### config.mk
export PLATFORM = sky130hd
export DESIGN_NAME = seq_mult_unit
export DESIGN_NICKNAME = d
export VERILOG_FILES = /design/src/rtl/seq_mult_unit.sv
export SDC_FILE = /design/constraint.sdc
export NUM_CORES = 1
export LEC_CHECK = 0
export CORE_MARGIN = 2
export CORE_UTILIZATION = 50
export CTS_BUF_LIST = sky130_fd_sc_hd__clkbuf_4 sky130_fd_sc_hd__clkbuf_8 sky130_fd_sc_hd__clkbuf_16
export DETAILED_ROUTE_END_ITERATION = 16
export PLACE_DENSITY = 0.7
export SLEW_MARGIN = 20
export SYNTH_ARGS = -nofsm -noshare
export SYNTH_HDL_FRONTEND = slang
export SYNTH_SLANG_ARGS = --single-unit
### constraint.sdc
create_clock -name clk -period 9.76 [get_ports clk]
set_clock_uncertainty 0.1 [all_clocks]
set_input_delay 1.464 -clock clk [delete_from_list [all_inputs] [get_ports clk]]
set_output_delay 1.464 -clock clk [all_outputs]
set_load 0.01 [all_outputs]
### src/rtl/seq_mult_unit.sv
// Multi-cycle shift-add multiplier with unsigned/signed modes and a full 2*WIDTH-bit product.
// Optional macro SEQ_MULT_EARLY_TERM_EN ends RUN once the remaining multiplier bits are all zero.
module seq_mult_unit #(
  parameter int unsigned WIDTH = 32,
  localparam int unsigned CNT_W = $clog2(WIDTH + 1)
) (
  input  logic             clk,
  input  logic             rst,
  input  logic             start,
  input  logic             signed_mode,
  input  logic [WIDTH-1:0] a,
  input  logic [WIDTH-1:0] b,
  output logic             busy,
  output logic             done,
  output logic [WIDTH-1:0] product_hi,
  output logic [WIDTH-1:0] product_lo
);

  typedef enum logic [1:0] {StIdle, StRun, StDone} state_e;

  state_e             r_state;
  logic [2*WIDTH-1:0] r_acc;
  logic [2*WIDTH-1:0] r_mcand;
  logic [WIDTH-1:0]   r_mplier;
  logic [CNT_W-1:0]   r_cnt;
  logic               r_neg;
  logic               r_busy;
  logic               r_done;
  logic [WIDTH-1:0]   r_prod_hi;
  logic [WIDTH-1:0]   r_prod_lo;

  logic [WIDTH-1:0]   w_a_mag;
  logic [WIDTH-1:0]   w_b_mag;
  logic [WIDTH-1:0]   w_mplier_shr;
  logic [2*WIDTH-1:0] w_acc_next;
  logic [2*WIDTH-1:0] w_result;
  logic               w_last;

  // -2^(WIDTH-1) negates to itself, which read unsigned is exactly its magnitude.
  assign w_a_mag      = (signed_mode && a[WIDTH-1]) ? -a : a;
  assign w_b_mag      = (signed_mode && b[WIDTH-1]) ? -b : b;
  assign w_mplier_shr = r_mplier >> 1;
  assign w_acc_next   = r_mplier[0] ? (r_acc + r_mcand) : r_acc;
  assign w_result     = r_neg ? -w_acc_next : w_acc_next;

`ifdef SEQ_MULT_EARLY_TERM_EN
  assign w_last = (r_cnt == CNT_W'(WIDTH - 1)) || (w_mplier_shr == '0);
`else
  assign w_last = (r_cnt == CNT_W'(WIDTH - 1));
`endif

  always_ff @(posedge clk or posedge rst) begin
    if (rst) begin
      r_state   <= StIdle;
      r_acc     <= '0;
      r_mcand   <= '0;
      r_mplier  <= '0;
      r_cnt     <= '0;
      r_neg     <= 1'b0;
      r_busy    <= 1'b0;
      r_done    <= 1'b0;
      r_prod_hi <= '0;
      r_prod_lo <= '0;
    end else begin
      r_done <= 1'b0;
      unique case (r_state)
        StIdle, StDone: begin
          if (start) begin
            r_state  <= StRun;
            r_busy   <= 1'b1;
            r_acc    <= '0;
            r_mcand  <= {{WIDTH{1'b0}}, w_a_mag};
            r_mplier <= w_b_mag;
            r_cnt    <= '0;
            r_neg    <= signed_mode & (a[WIDTH-1] ^ b[WIDTH-1]);
          end else begin
            r_state <= StIdle;
            r_busy  <= 1'b0;
          end
        end
        StRun: begin
          r_acc    <= w_acc_next;
          r_mcand  <= r_mcand << 1;
          r_mplier <= w_mplier_shr;
          r_cnt    <= r_cnt + CNT_W'(1);
          if (w_last) begin
            r_state   <= StDone;
            r_busy    <= 1'b0;
            r_done    <= 1'b1;
            r_prod_hi <= w_result[2*WIDTH-1:WIDTH];
            r_prod_lo <= w_result[WIDTH-1:0];
          end
        end
        default: begin
          r_state <= StIdle;
          r_busy  <= 1'b0;
        end
      endcase
    end
  end

  assign busy       = r_busy;
  assign done       = r_done;
  assign product_hi = r_prod_hi;
  assign product_lo = r_prod_lo;

endmodule
==> results of run 1 <==
==> tightest hold or removal path, delay by kind of cell (launching register included) <==
| family | cells | cell delay (ns) |
|---|---|---|
| AO/OA/AOI/OAI | 1 | 0.06 |
| flip-flops | 1 | 0.34 |
| AND/OR/NAND/NOR | 1 | 0.04 |
==> through the flow <==
stage / setup slack, ns / utilization / area [sq um]
floorplan: 1.78 / - / 17500
global placement: 4.68 / 0.551 / 19000
detailed placement: 4.53 / 0.551 / 19000
CTS: 4.53 / 0.580 / 20000
global route: 4.26 / 0.580 / 20000
finish: 4.44 / 0.581 / 20000
==> area by class of cell <==
class / count / area share
Antenna cell: 1 / 0.000125
Clock buffer: 32 / 0.0360
Clock inverter: 16 / 0.0141
Inverter: 27 / 0.00544
Multi-Input combinational cell: 1691 / 0.549
Sequential cell: 234 / 0.293
Tap cell: 455 / 0.0285
Timing Repair Buffer: 151 / 0.0737
==> how the worst max path moves through the flow <==
stage / from / to / slack (ns) / cells past startpoint
CTS: r_acc[0]$_DFFE_PP0P_ / product_hi[24]$_DFFE_PP0P_ / 4.53 / 15
floorplan: rst / done$_DFF_PP0_ / 1.78 / 1
finish: r_acc[0]$_DFFE_PP0P_ / product_hi[24]$_DFFE_PP0P_ / 4.44 / 15
detailed placement: r_acc[0]$_DFFE_PP0P_ / product_hi[24]$_DFFE_PP0P_ / 4.53 / 15
global placement: r_acc[0]$_DFFE_PP0P_ / product_hi[24]$_DFFE_PP0P_ / 4.68 / 15
global route: r_acc[0]$_DFFE_PP0P_ / product_hi[24]$_DFFE_PP0P_ / 4.26 / 15
==> layout by cell type, fill, tap and decap left out, types with 26 or more instances in the layout <==
cell type / synthesis / final
sky130_fd_sc_hd__nand4_1: 43 / 43
sky130_fd_sc_hd__a22o_1: 57 / 57
sky130_fd_sc_hd__clkbuf_16: 0 / 26
sky130_fd_sc_hd__a21oi_1: 124 / 124
sky130_fd_sc_hd__clkdlybuf4s50_1: 0 / 133
sky130_fd_sc_hd__nor3_1: 37 / 37
sky130_fd_sc_hd__nand2_1: 270 / 269
sky130_fd_sc_hd__ha_1: 67 / 67
sky130_fd_sc_hd__o31ai_1: 37 / 37
sky130_fd_sc_hd__nor2_1: 125 / 124
sky130_fd_sc_hd__o21ai_0: 247 / 247
sky130_fd_sc_hd__a22oi_1: 64 / 64
sky130_fd_sc_hd__nand3_1: 33 / 33
sky130_fd_sc_hd__dfrtp_1: 234 / 233
sky130_fd_sc_hd__xor2_1: 67 / 67
sky130_fd_sc_hd__xnor2_1: 72 / 72
==> sequential cells by signal (all words and copies together) (netlist names) <==
register	cells
product_hi	32
r_mplier	32
product_lo	32
r_mcand	64
r_state	2
r_acc	64
done	1
r_neg	1
r_cnt	6
==> cells by family after synthesis <==
| logic type | Yosys count |
|---|---|
| xor+xnor | 139 |
| flops | 234 |
| compound gates | 773 |
| buf+inv | 158 |
| mux | 29 |
| fa+ha+maj | 68 |
| simple gates | 682 |
==> per-layer routing <==
layer,vias up,track usage,wire length [um]
met5,-,0,0
met4,0,0.0888,1440
met3,95,0.0428,4030
met2,636,0.450,23400
met1,8114,0.439,25500
li1,7893,-,-
==> report_power, final <==
| group | total [uW] | internal, uW | switching, uW |
|---|---|---|---|
| Clock | 1150 | 713 | 441 |
| Combinational | 4260 | 1630 | 2630 |
| Sequential | 1760 | 1370 | 391 |
==> results.txt, run 1 <==
----------------------------------------------------
[Logic synthesis]
  Top-area cell type share of the netlist area ... 0.335
  Sequential-to-total area share from yosys stat ... 0.335
  Average size of a mapped cell ... 8.39 sq um
  Compound-Gate Fraction of Synth Area ... 0.298
  Multiplexer area fraction after synthesis ... 0.0169
  Leading cell type by number of instances after synthesis ... sky130_fd_sc_hd__nand2_1
  Net count of the mapped netlist ... 2,219
  Top cell types by occurrence after synthesis ... 270 x sky130_fd_sc_hd__nand2_1, 247 x sky130_fd_sc_hd__o21ai_0, 234 x sky130_fd_sc_hd__dfrtp_1
  Distinct cells, synth ... 104
  Fraction of synthesis flops using an asynchronous set or reset pin ... 1.00
  Top area cells in the synthesized netlist ... sky130_fd_sc_hd__dfrtp_1 33%, sky130_fd_sc_hd__o21ai_0 7.1%, sky130_fd_sc_hd__nand2_1 5.8%
  Simple-gate area share of the yosys netlist ... 0.194
  Xor/xnor share of the synthesized area ... 0.0696
  Count of flip-flops with a built-in enable after synthesis ... 0
  Count of mapped cells out of synthesis ... 2,083
  Cell area after synthesis ... 17,500 sq um
  Main synth FF type ... sky130_fd_sc_hd__dfrtp_1
  Number of synthesis warnings ... 0
  Combinational family with the most area after synthesis ... compound AO/OA/AOI/OAI gates
  Synth Area in Adders ... 0.0491
  Synth area leader ... sky130_fd_sc_hd__dfrtp_1
  Count of state elements after synthesis ... 234

[Critical path]
  Worst Path Class, Setup ... reg -> reg
  Data arrival time of the critical path ... 5.64 ns
  Cell class contributing the biggest share of worst-path delay ... simple AND/OR/NAND/NOR gates
  Delay of the slowest cell on the worst path ... 0.78 ns
  Startpoint of the worst-slack reg-to-reg timing path ... r_acc[0]$_DFFE_PP0P_
  Biggest fanout along the worst timing path ... 8
  R2R depth ... 15
  Cell Chain, Critical Path ... ha_1 > inv_1 > fa_1 > nor2b_4 > o31a_4 > o31ai_4 > a211oi_1 > a211oi_2 > and4bb_2 > nand4_1 > nor4_1 > nand4_1 > o41ai_2 > xnor2_1 > o21ai_1
  Data required time of the worst path ... 10.08 ns
  Worst reg2reg path endpoint ... product_hi[24]$_DFFE_PP0P_
  Cell with the most instances on the worst path ... sky130_fd_sc_hd__nand4_1
  Number of buffer and inverter instances along the worst setup path ... 1
  Critical Path End Type ... flip-flop
  R2R Setup Slk ... 4.44 ns
  CP Launch Type ... flip-flop
  Slowest cell on the critical path ... sky130_fd_sc_hd__nor4_1

[Finish]
  Net count reported at finish ... 2,267
  Fraction of final layout cells sized beyond drive strength 1 ... 0.0707
  Final Non-Filler Cells ... 2,607
  Post-synthesis to final-layout area growth ... 14.4%
  Sequential cell area in the final layout ... 5860 sq um
  Filler instances ... 3,138
  Multi-input gate area ... 11,000 sq um

[Timing]
  Slew margin rel. ... 0.378
  Number of failing setup endpoints in the final timing report ... 0
  Transition time at the pin with the least slew margin ... 0.928 ns
  Summed negative setup slack over all endpoints ... 0 ns
  Minimum hold slack ... 0.375 ns
  Total count of hold-check failures in the final report ... 0
  Unrepaired setup endpoints after global routing ... no
  Max Clock Freq ... 0.188 GHz
  Ratio of final minimum period to clock period ... 0.546
  Max-slew violations ... 0
  Min Tclk post-route ... 5.32 ns

[Job]
  Number of max-cap violations ... 0

[CTS]
  Hold-fix buffers, CTS ... 0
  Clock-pin slew on the worst setup and hold paths ... 0.06 ns
  Cells resized by post-CTS repair ... 0
  Buffer type at the clock tree root ... sky130_fd_sc_hd__clkbuf_16
  Clock Latency Late Sink ... 0.57 ns
  Maximum level of the CTS H-tree ... 1
  TritonCTS clock tree ... yes
  Clock buffer count from CTS ... 26
  Maximum number of buffers from clock root to sink ... 3
  Clock net sink count ... 234
  Post-CTS setup repair buffer count ... 0

[Routing]
  Detailed-router iteration count before antenna repair ... 6
  Count of antenna-violating nets left after detailed routing ... 0
  Initial DRC Count ... 1,706
  Wirelength, routed ... 54,300 um
  DRC viols ... 0
  Routed WL per cell ... 20.8 um
  Number of vias after detailed routing ... 16,700
  Average via count per standard cell ... 6.42

[Floorplanning]
  Overall die width ... 191 um
  Core Rows ... 68
  Core ar. ... 34,500 sq um
  Die ar. ... 36,500 sq um
  I/O pins ... 134
  Die H ... 191 um
  Initial core utilization ... 0.507

[Hold path]
  Worst hold start ... product_lo[1]$_DFFE_PP0P_
  Type of the worst min-delay path ... reg -> reg
  Count of cells along the worst hold path ... 2
  Hold-critical path endpoint ... product_lo[1]$_DFFE_PP0P_

[Power and ir drop]
  Total power of the final layout ... 7170 uW
  Power density cells ... 359 nW/um^2
  Worst voltage drop across the vdd grid ... 0.000190 V
  Leakage power ... 0.00806 uW

[Placement]
  GP Congestion ... 1.01
  HPWL reported at the end of detailed placement ... 40,500 um
  PortBufs ... 133
  Cell total after placement ... 2,558

[Global route]
  Global-route wire length before repair ... 86,500 um
  Overall overflow remaining after global route ... 0
  Via count of the first global-routing pass ... 15,800
  Largest net degree at the start of global routing ... 128
  Antenna violations before repair ... 0
  Total routing usage reported by global routing ... 0.298

[Outcome]
  Run status ... completed

----------------------------------------------------
Note: power is estimated with default switching activity, not from simulation.
==> inputs of run 2 (changes only) <==
PLACE_DENSITY = 0.73   (was 0.7)
clock period = 4.6 ns   (was 9.76 ns; I/O delays follow)
==> results.txt, run 2 (synthesis results as in run 1) <==
----------------------------------------------------
[CTS]
  Clock-pin slew on the worst setup and hold paths ... 0.06 ns (about the same)
  Clock buffer count from CTS ... 25 (-3.8%)
  Hold-fix buffers, CTS ... 0 (unchanged)
  Buffer type at the clock tree root ... sky130_fd_sc_hd__clkbuf_16
  Clock net sink count ... 234 (unchanged)
  Maximum number of buffers from clock root to sink ... 3 (unchanged)
  TritonCTS clock tree ... yes
  Maximum level of the CTS H-tree ... 1 (unchanged)
  Clock Latency Late Sink ... 0.56 ns (about the same)

[Global route]
  Antenna violations before repair ... 3 (+3)
  Total routing usage reported by global routing ... 0.312 (+0.0144)
  Global-route wire length before repair ... 89,600 um (+3.6%)
  Via count of the first global-routing pass ... 16,400 (+3.5%)
  Overall overflow remaining after global route ... 0 (unchanged)
  Largest net degree at the start of global routing ... 98 (-23%)

[Critical path]
  Cell Chain, Critical Path ... ha_1 > nand2_1 > nor4_2 > o211ai_4 > nand3_1 > a21oi_1 > nor4_2 > buf_4 > nand4_1 > nor4_4 > buf_4 > nand3_2 > buf_4 > o41ai_2 > xnor2_1 > o21ai_1
  Biggest fanout along the worst timing path ... 7 (-1)
  CP Launch Type ... flip-flop
  Crit. Startpoint ... r_acc[14]$_DFFE_PP0P_
  Delay of the slowest cell on the worst path ... 0.59 ns (-0.19 ns)
  Critical Path End Type ... flip-flop
  Worst Path Class, Setup ... reg -> reg
  Data arrival time of the critical path ... 4.86 ns (-0.78 ns)
  Slowest cell on the critical path ... sky130_fd_sc_hd__nor4_2
  Cell with the most instances on the worst path ... sky130_fd_sc_hd__buf_4
  Data required time of the worst path ... 4.92 ns (-5.16 ns)
  Startpoint of the worst-slack reg-to-reg timing path ... r_acc[14]$_DFFE_PP0P_

[Power and ir drop]
  Power density cells ... 770 nW/um^2 (+110%)
  Worst voltage drop across the vdd grid ... 0.000387 V (+100%)
  Total power of the final layout ... 16,200 uW (+130%)
  Leakage power ... 0.00862 uW (+6.9%)

[Finish]
  Net count reported at finish ... 2,398 (+5.8%)
  Sequential cell area in the final layout ... 5860 sq um (unchanged)
  Most frequent cells in the layout ... 269 x sky130_fd_sc_hd__nand2_1, 242 x sky130_fd_sc_hd__o21ai_0, 233 x sky130_fd_sc_hd__dfrtp_1
  Registers with the highest flip-flop counts ... r_acc: 64 flops, r_mcand: 64 flops
  Post-synthesis to final-layout area growth ... 20.5%
  Fraction of final layout cells sized beyond drive strength 1 ... 0.137 (+0.0664)
  Most frequent standard cell in the layout excluding fill and tap cells ... sky130_fd_sc_hd__nand2_1
  Utilization after layout ... 0.611 (+0.0309)
  Multi-input gate area ... 11,200 sq um (+2.0%)
  Filler instances ... 3,059 (-2.5%)
  Post-route design area ... 21,100 sq um (+5.3%)

[Routing]
  Average via count per standard cell ... 6.32 (-1.6%)
  Detailed-router iteration count before antenna repair ... 7 (+1)
  DRC viols ... 0 (unchanged)
  Count of antenna-violating nets left after detailed routing ... 0 (unchanged)
  Initial DRC Count ... 1,508 (-12%)
  Wirelength, routed ... 57,700 um (+6.2%)
  Number of vias after detailed routing ... 17,300 (+3.2%)
  Routed WL per cell ... 21.1 um (+1.3%)

[Timing]
  Slew margin rel. ... 0.267 (-0.110)
  Max Clock Freq ... 0.220 GHz (+17%)
  Ratio of final minimum period to clock period ... 0.987 (+0.442)
  Transition time at the pin with the least slew margin ... 1.10 ns (+0.171 ns)
  Unrepaired setup endpoints after global routing ... yes
  Number of failing setup endpoints in the final timing report ... 0 (unchanged)
  Smallest setup slack after layout ... 0.0583 ns (-4.38 ns)
  Max-slew violations ... 0 (unchanged)
  Min Tclk post-route ... 4.54 ns (-0.782 ns)
  Total count of hold-check failures in the final report ... 0 (unchanged)
  Minimum hold slack ... 0.378 ns (+0.00262 ns)

[Placement]
  GP Congestion ... 1.00 (-0.21%)
  Dpl cell area ... 19,900 sq um (+5.0%)
  PortBufs ... 133 (unchanged)
  HPWL reported at the end of detailed placement ... 44,100 um (+8.8%)
  Setup WS pre-CTS ... -0.00867 ns (-4.54 ns)

[Floorplanning]
  Initial core utilization ... 0.507 (unchanged)
  Die H ... 191 um (unchanged)
  I/O pins ... 134 (unchanged)
  Overall die width ... 191 um (unchanged)
  Core Rows ... 68 (unchanged)
  Core ar. ... 34,500 sq um (unchanged)
  Die ar. ... 36,500 sq um (unchanged)

[Outcome]
  Run status ... completed

[Job]
  Number of max-cap violations ... 0 (unchanged)

[Hold path]
  Type of the worst min-delay path ... reg -> reg
  Worst hold start ... product_lo[15]$_DFFE_PP0P_

----------------------------------------------------
run 2: metal layers:
layer,vias up,global-route usage,share of wire
met5,-,0,0.00031
met3,66,0.0799,0.091
met1,8368,0.435,0.45
met2,676,0.480,0.44
met4,2,0.0832,0.020
li1,8156,-,-
run 2: repair_timing:
action                     CTS  global route
buffers inserted             1            11
resized for setup            0            51
setup endpoints to repair    2            24
pin swaps                    1            13
run 2: path summary, 6_finish.rpt:
check	end	slack, ns	cells past startpoint
worst min register to register	product_lo[15]$_DFFE_PP0P_	0.38	2
max in group asynchronous	r_acc[59]$_DFFE_PP0P_	3.02	3
worst max register to register	product_hi[29]$_DFFE_PP0P_	0.06	16
worst max-delay path	product_hi[29]$_DFFE_PP0P_	0.06	16
worst min-delay path	product_lo[15]$_DFFE_PP0P_	0.38	2
min in group asynchronous	product_lo[24]$_DFFE_PP0P_	0.44	2
run 2: worst max-delay path: cells and delay by family (launching register included):
kind / cells / cell delay [ns]
AO/OA/AOI/OAI: 4 / 0.77
XOR/XNOR: 1 / 0.18
adder cells (fa/ha/maj): 1 / 0.43
buffers and inverters: 3 / 0.58
flip-flops: 1 / 0.44
AND/OR/NAND/NOR: 7 / 1.88
run 2: final cells by class:
type                    instances  share of cell area
flip-flops and latches        234               0.278
inverters                      27             0.00499
repair buffers                283               0.119
clock inverters                12             0.00707
diodes                          2            0.000238
well taps                     455              0.0270
clock buffers                  30              0.0315
multi-input cells            1691               0.532
run 2: where the power goes:
part           total [uW]  switching, uW  internal, uW
Combinational       10500           6130          4390
Sequential           3660            751          2900
Clock                2060            864          1190
run 2: per-stage QoR:
stage / std cells / TNS [ns]
2_1_floorplan: 2083 / 0
3_3_place_gp: 2678 / 0
3_5_place_dp: 2678 / -0.00867
4_1_cts: 2721 / 0
5_1_grt: 2732 / -0.261
6_report: 2734 / 0
==> inputs of run 3 (changes only) <==
GPL_TIMING_DRIVEN = 0   (was default)
==> results.txt, run 3 (synthesis results as in run 1) <==
----------------------------------------------------
[CTS]
  Clock Latency Late Sink ... 0.58 ns (+0.02 ns)
  Maximum number of buffers from clock root to sink ... 3 (unchanged)
  Buffer type at the clock tree root ... sky130_fd_sc_hd__clkbuf_16
  Clock buffer count from CTS ... 27 (+8.0%)
  TritonCTS clock tree ... yes
  Hold-fix buffers, CTS ... 0 (unchanged)
  Clock-pin slew on the worst setup and hold paths ... 0.06 ns (about the same)
  Maximum level of the CTS H-tree ... 1 (unchanged)
  Clock net sink count ... 234 (unchanged)

[Critical path]
  Data required time of the worst path ... 4.95 ns (+0.03 ns)
  Data arrival time of the critical path ... 5.00 ns (+0.14 ns)
  Critical Path End Type ... flip-flop
  Cell with the most instances on the worst path ... sky130_fd_sc_hd__clkbuf_4
  CP Launch Type ... flip-flop
  Biggest fanout along the worst timing path ... 10 (+3)
  Slowest cell on the critical path ... sky130_fd_sc_hd__xnor2_1
  Worst Path Class, Setup ... reg -> reg
  Delay of the slowest cell on the worst path ... 0.59 ns (about the same)
  Cell Chain, Critical Path ... clkbuf_4 > inv_1 > clkbuf_4 > buf_4 > clkbuf_4 > clkbuf_4 > clkbuf_2 > buf_2 > nor2_1 > xnor2_1 > xnor2_1 > o21ai_1

[Placement]
  HPWL reported at the end of detailed placement ... 52,800 um (+20%)
  Dpl cell area ... 19,500 sq um (-2.0%)
  GP Congestion ... 0.989 (-1.5%)
  Cell total after placement ... 2,678 (unchanged)
  PortBufs ... 133 (unchanged)

[Floorplanning]
  Overall die width ... 191 um (unchanged)
  Die ar. ... 36,500 sq um (unchanged)
  Core Rows ... 68 (unchanged)
  I/O pins ... 134 (unchanged)
  Die H ... 191 um (unchanged)
  Initial core utilization ... 0.507 (unchanged)
  Core ar. ... 34,500 sq um (unchanged)

[Power and ir drop]
  Combinational share of power ... 0.651 (+0.003)
  Switching power summed over all nets ... 8670 uW (+12%)
  Sequential group share of total power ... 0.223 (-0.002)
  Clock share of power ... 0.126 (about the same)
  Worst voltage drop across the vdd grid ... 0.000404 V (+4.3%)
  Power density cells ... 783 nW/um^2 (+1.6%)
  Pint ... 8250 uW (-2.8%)
  Leakage power ... 0.00863 uW (about the same)
  Fraction of power spent switching nets ... 0.512 (+0.0354)

[Global route]
  Largest net degree at the start of global routing ... 37 (-62%)
  Antenna violations before repair ... 0 (-3)
  Total routing usage reported by global routing ... 0.370 (+0.0585)
  Global-route wire length before repair ... 101,000 um (+13%)
  Overall overflow remaining after global route ... 0 (unchanged)
  Via count of the first global-routing pass ... 17,300 (+5.8%)

[Timing]
  Slew margin rel. ... 0.184 (-0.0828)
  Number of failing setup endpoints in the final timing report ... 1 (+1)
  Summed negative setup slack over all endpoints ... -0.0565 ns (-0.0565 ns)
  Minimum hold slack ... 0.369 ns (-0.00876 ns)
  Ratio of final minimum period to clock period ... 1.01 (+0.0249)
  Transition time at the pin with the least slew margin ... 1.22 ns (+0.124 ns)
  Max Clock Freq ... 0.215 GHz (-2.5%)
  Smallest setup slack after layout ... -0.0565 ns (-0.115 ns)
  Total count of hold-check failures in the final report ... 0 (unchanged)
  Max-slew violations ... 0 (unchanged)
  Unrepaired setup endpoints after global routing ... yes
  Min Tclk post-route ... 4.66 ns (+0.115 ns)

[Finish]
  Net count reported at finish ... 2,429 (+1.3%)
  Post-synthesis to final-layout area growth ... 23.6%
  Filler instances ... 3,054 (-0.16%)
  Most frequent standard cell in the layout excluding fill and tap cells ... sky130_fd_sc_hd__nand2_1
  Sequential cell area in the final layout ... 5860 sq um (about the same)
  Post-route design area ... 21,600 sq um (+2.6%)
  ANT cells ... 0 (-2)
  Multi-input gate area ... 11,800 sq um (+5.0%)
  Most frequent cells in the layout ... 262 x sky130_fd_sc_hd__nand2_1, 233 x sky130_fd_sc_hd__o21ai_0, 229 x sky130_fd_sc_hd__dfrtp_1
  Final Non-Filler Cells ... 2,769 (+1.3%)
  Fraction of final layout cells sized beyond drive strength 1 ... 0.148 (+0.0112)
  Registers with the highest flip-flop counts ... r_acc: 64 flops, r_mcand: 64 flops

[Routing]
  Routed WL per cell ... 24.8 um (+18%)
  Detailed-router iteration count before antenna repair ... 7 (unchanged)
  Initial DRC Count ... 1,625 (+7.8%)
  Count of antenna-violating nets left after detailed routing ... 0 (unchanged)
  Wirelength, routed ... 68,800 um (+19%)
  DRC viols ... 0 (unchanged)
  Number of vias after detailed routing ... 18,200 (+5.1%)
  Average via count per standard cell ... 6.56 (+3.8%)

[Outcome]
  Run status ... finished, violations left
  Violations in the final reports ... negative setup slack

[Job]
  Number of max-cap violations ... 0 (unchanged)

[Hold path]
  Type of the worst min-delay path ... reg -> reg

----------------------------------------------------
run 3: final cells by class:
type	count	area share
multi-input combinational	1691	0.544
sequential	234	0.271
timing repair buffer	185	0.0842
clock buffer	35	0.0361
buffer	127	0.0287
tap	455	0.0263
inverter	27	0.00486
clock inverter	15	0.00423
run 3: critical path: cells and delay by family, from the launching register on:
kind	cells	cell delay (ns)
buffers and inverters	8	2.90
AND/OR/NAND/NOR	1	0.16
flip-flops	1	0.43
XOR/XNOR	2	0.81
AO/OA/AOI/OAI	1	0.10
run 3: timing repair:
action,in CTS,in global routing
gates resized for setup,66,149
buffers inserted,13,32
gates cloned,0,0
endpoints found under the setup margin,83,28
pin swaps,16,40
run 3: final timing paths:
kind                                                  from                         end  slack (ns)  cells after the start
worst max-delay path               r_mplier[0]$_DFFE_PP0P_  product_hi[31]$_DFFE_PP0P_       -0.06                     12
worst min-delay path            product_lo[15]$_DFFE_PP0P_  product_lo[15]$_DFFE_PP0P_        0.37                      2
worst max register to register     r_mplier[0]$_DFFE_PP0P_  product_hi[31]$_DFFE_PP0P_       -0.06                     12
worst min register to register  product_lo[15]$_DFFE_PP0P_  product_lo[15]$_DFFE_PP0P_        0.37                      2
max in group asynchronous                              rst     r_mcand[57]$_DFFE_PP0P_        2.84                      5
min in group asynchronous                              rst       r_acc[39]$_DFFE_PP0P_        0.49                      2
run 3: metal layers:
layer | vias up | track usage | wire [um]
met5 | - | 0 | 0
met4 | 0 | 0.172 | 3140
met3 | 167 | 0.0683 | 6120
met2 | 888 | 0.576 | 30400
met1 | 8872 | 0.499 | 29100
li1 | 8224 | - | -
run 3: power groups by stage:
stage / Sequential, uW / Clock (uW) / Combinational [uW]
after detailed placement: 3700 / 0 / 9470
after global placement: 3680 / 0 / 9310
final: 3770 / 2130 / 11000
after CTS: 3680 / 2140 / 9830
after global routing: 3820 / 2230 / 11800
after floorplan: 3520 / 0 / 6370
run 3: per-stage QoR:
step	utilization	setup slack [ns]	total power (uW)
2_1_floorplan	-	0.525	9890
3_3_place_gp	0.563	-1.88	13000
3_5_place_dp	0.567	-2.04	13200
4_1_cts	0.603	0.00604	15600
5_1_grt	0.627	-0.0812	17800
6_report	0.627	-0.0565	16900
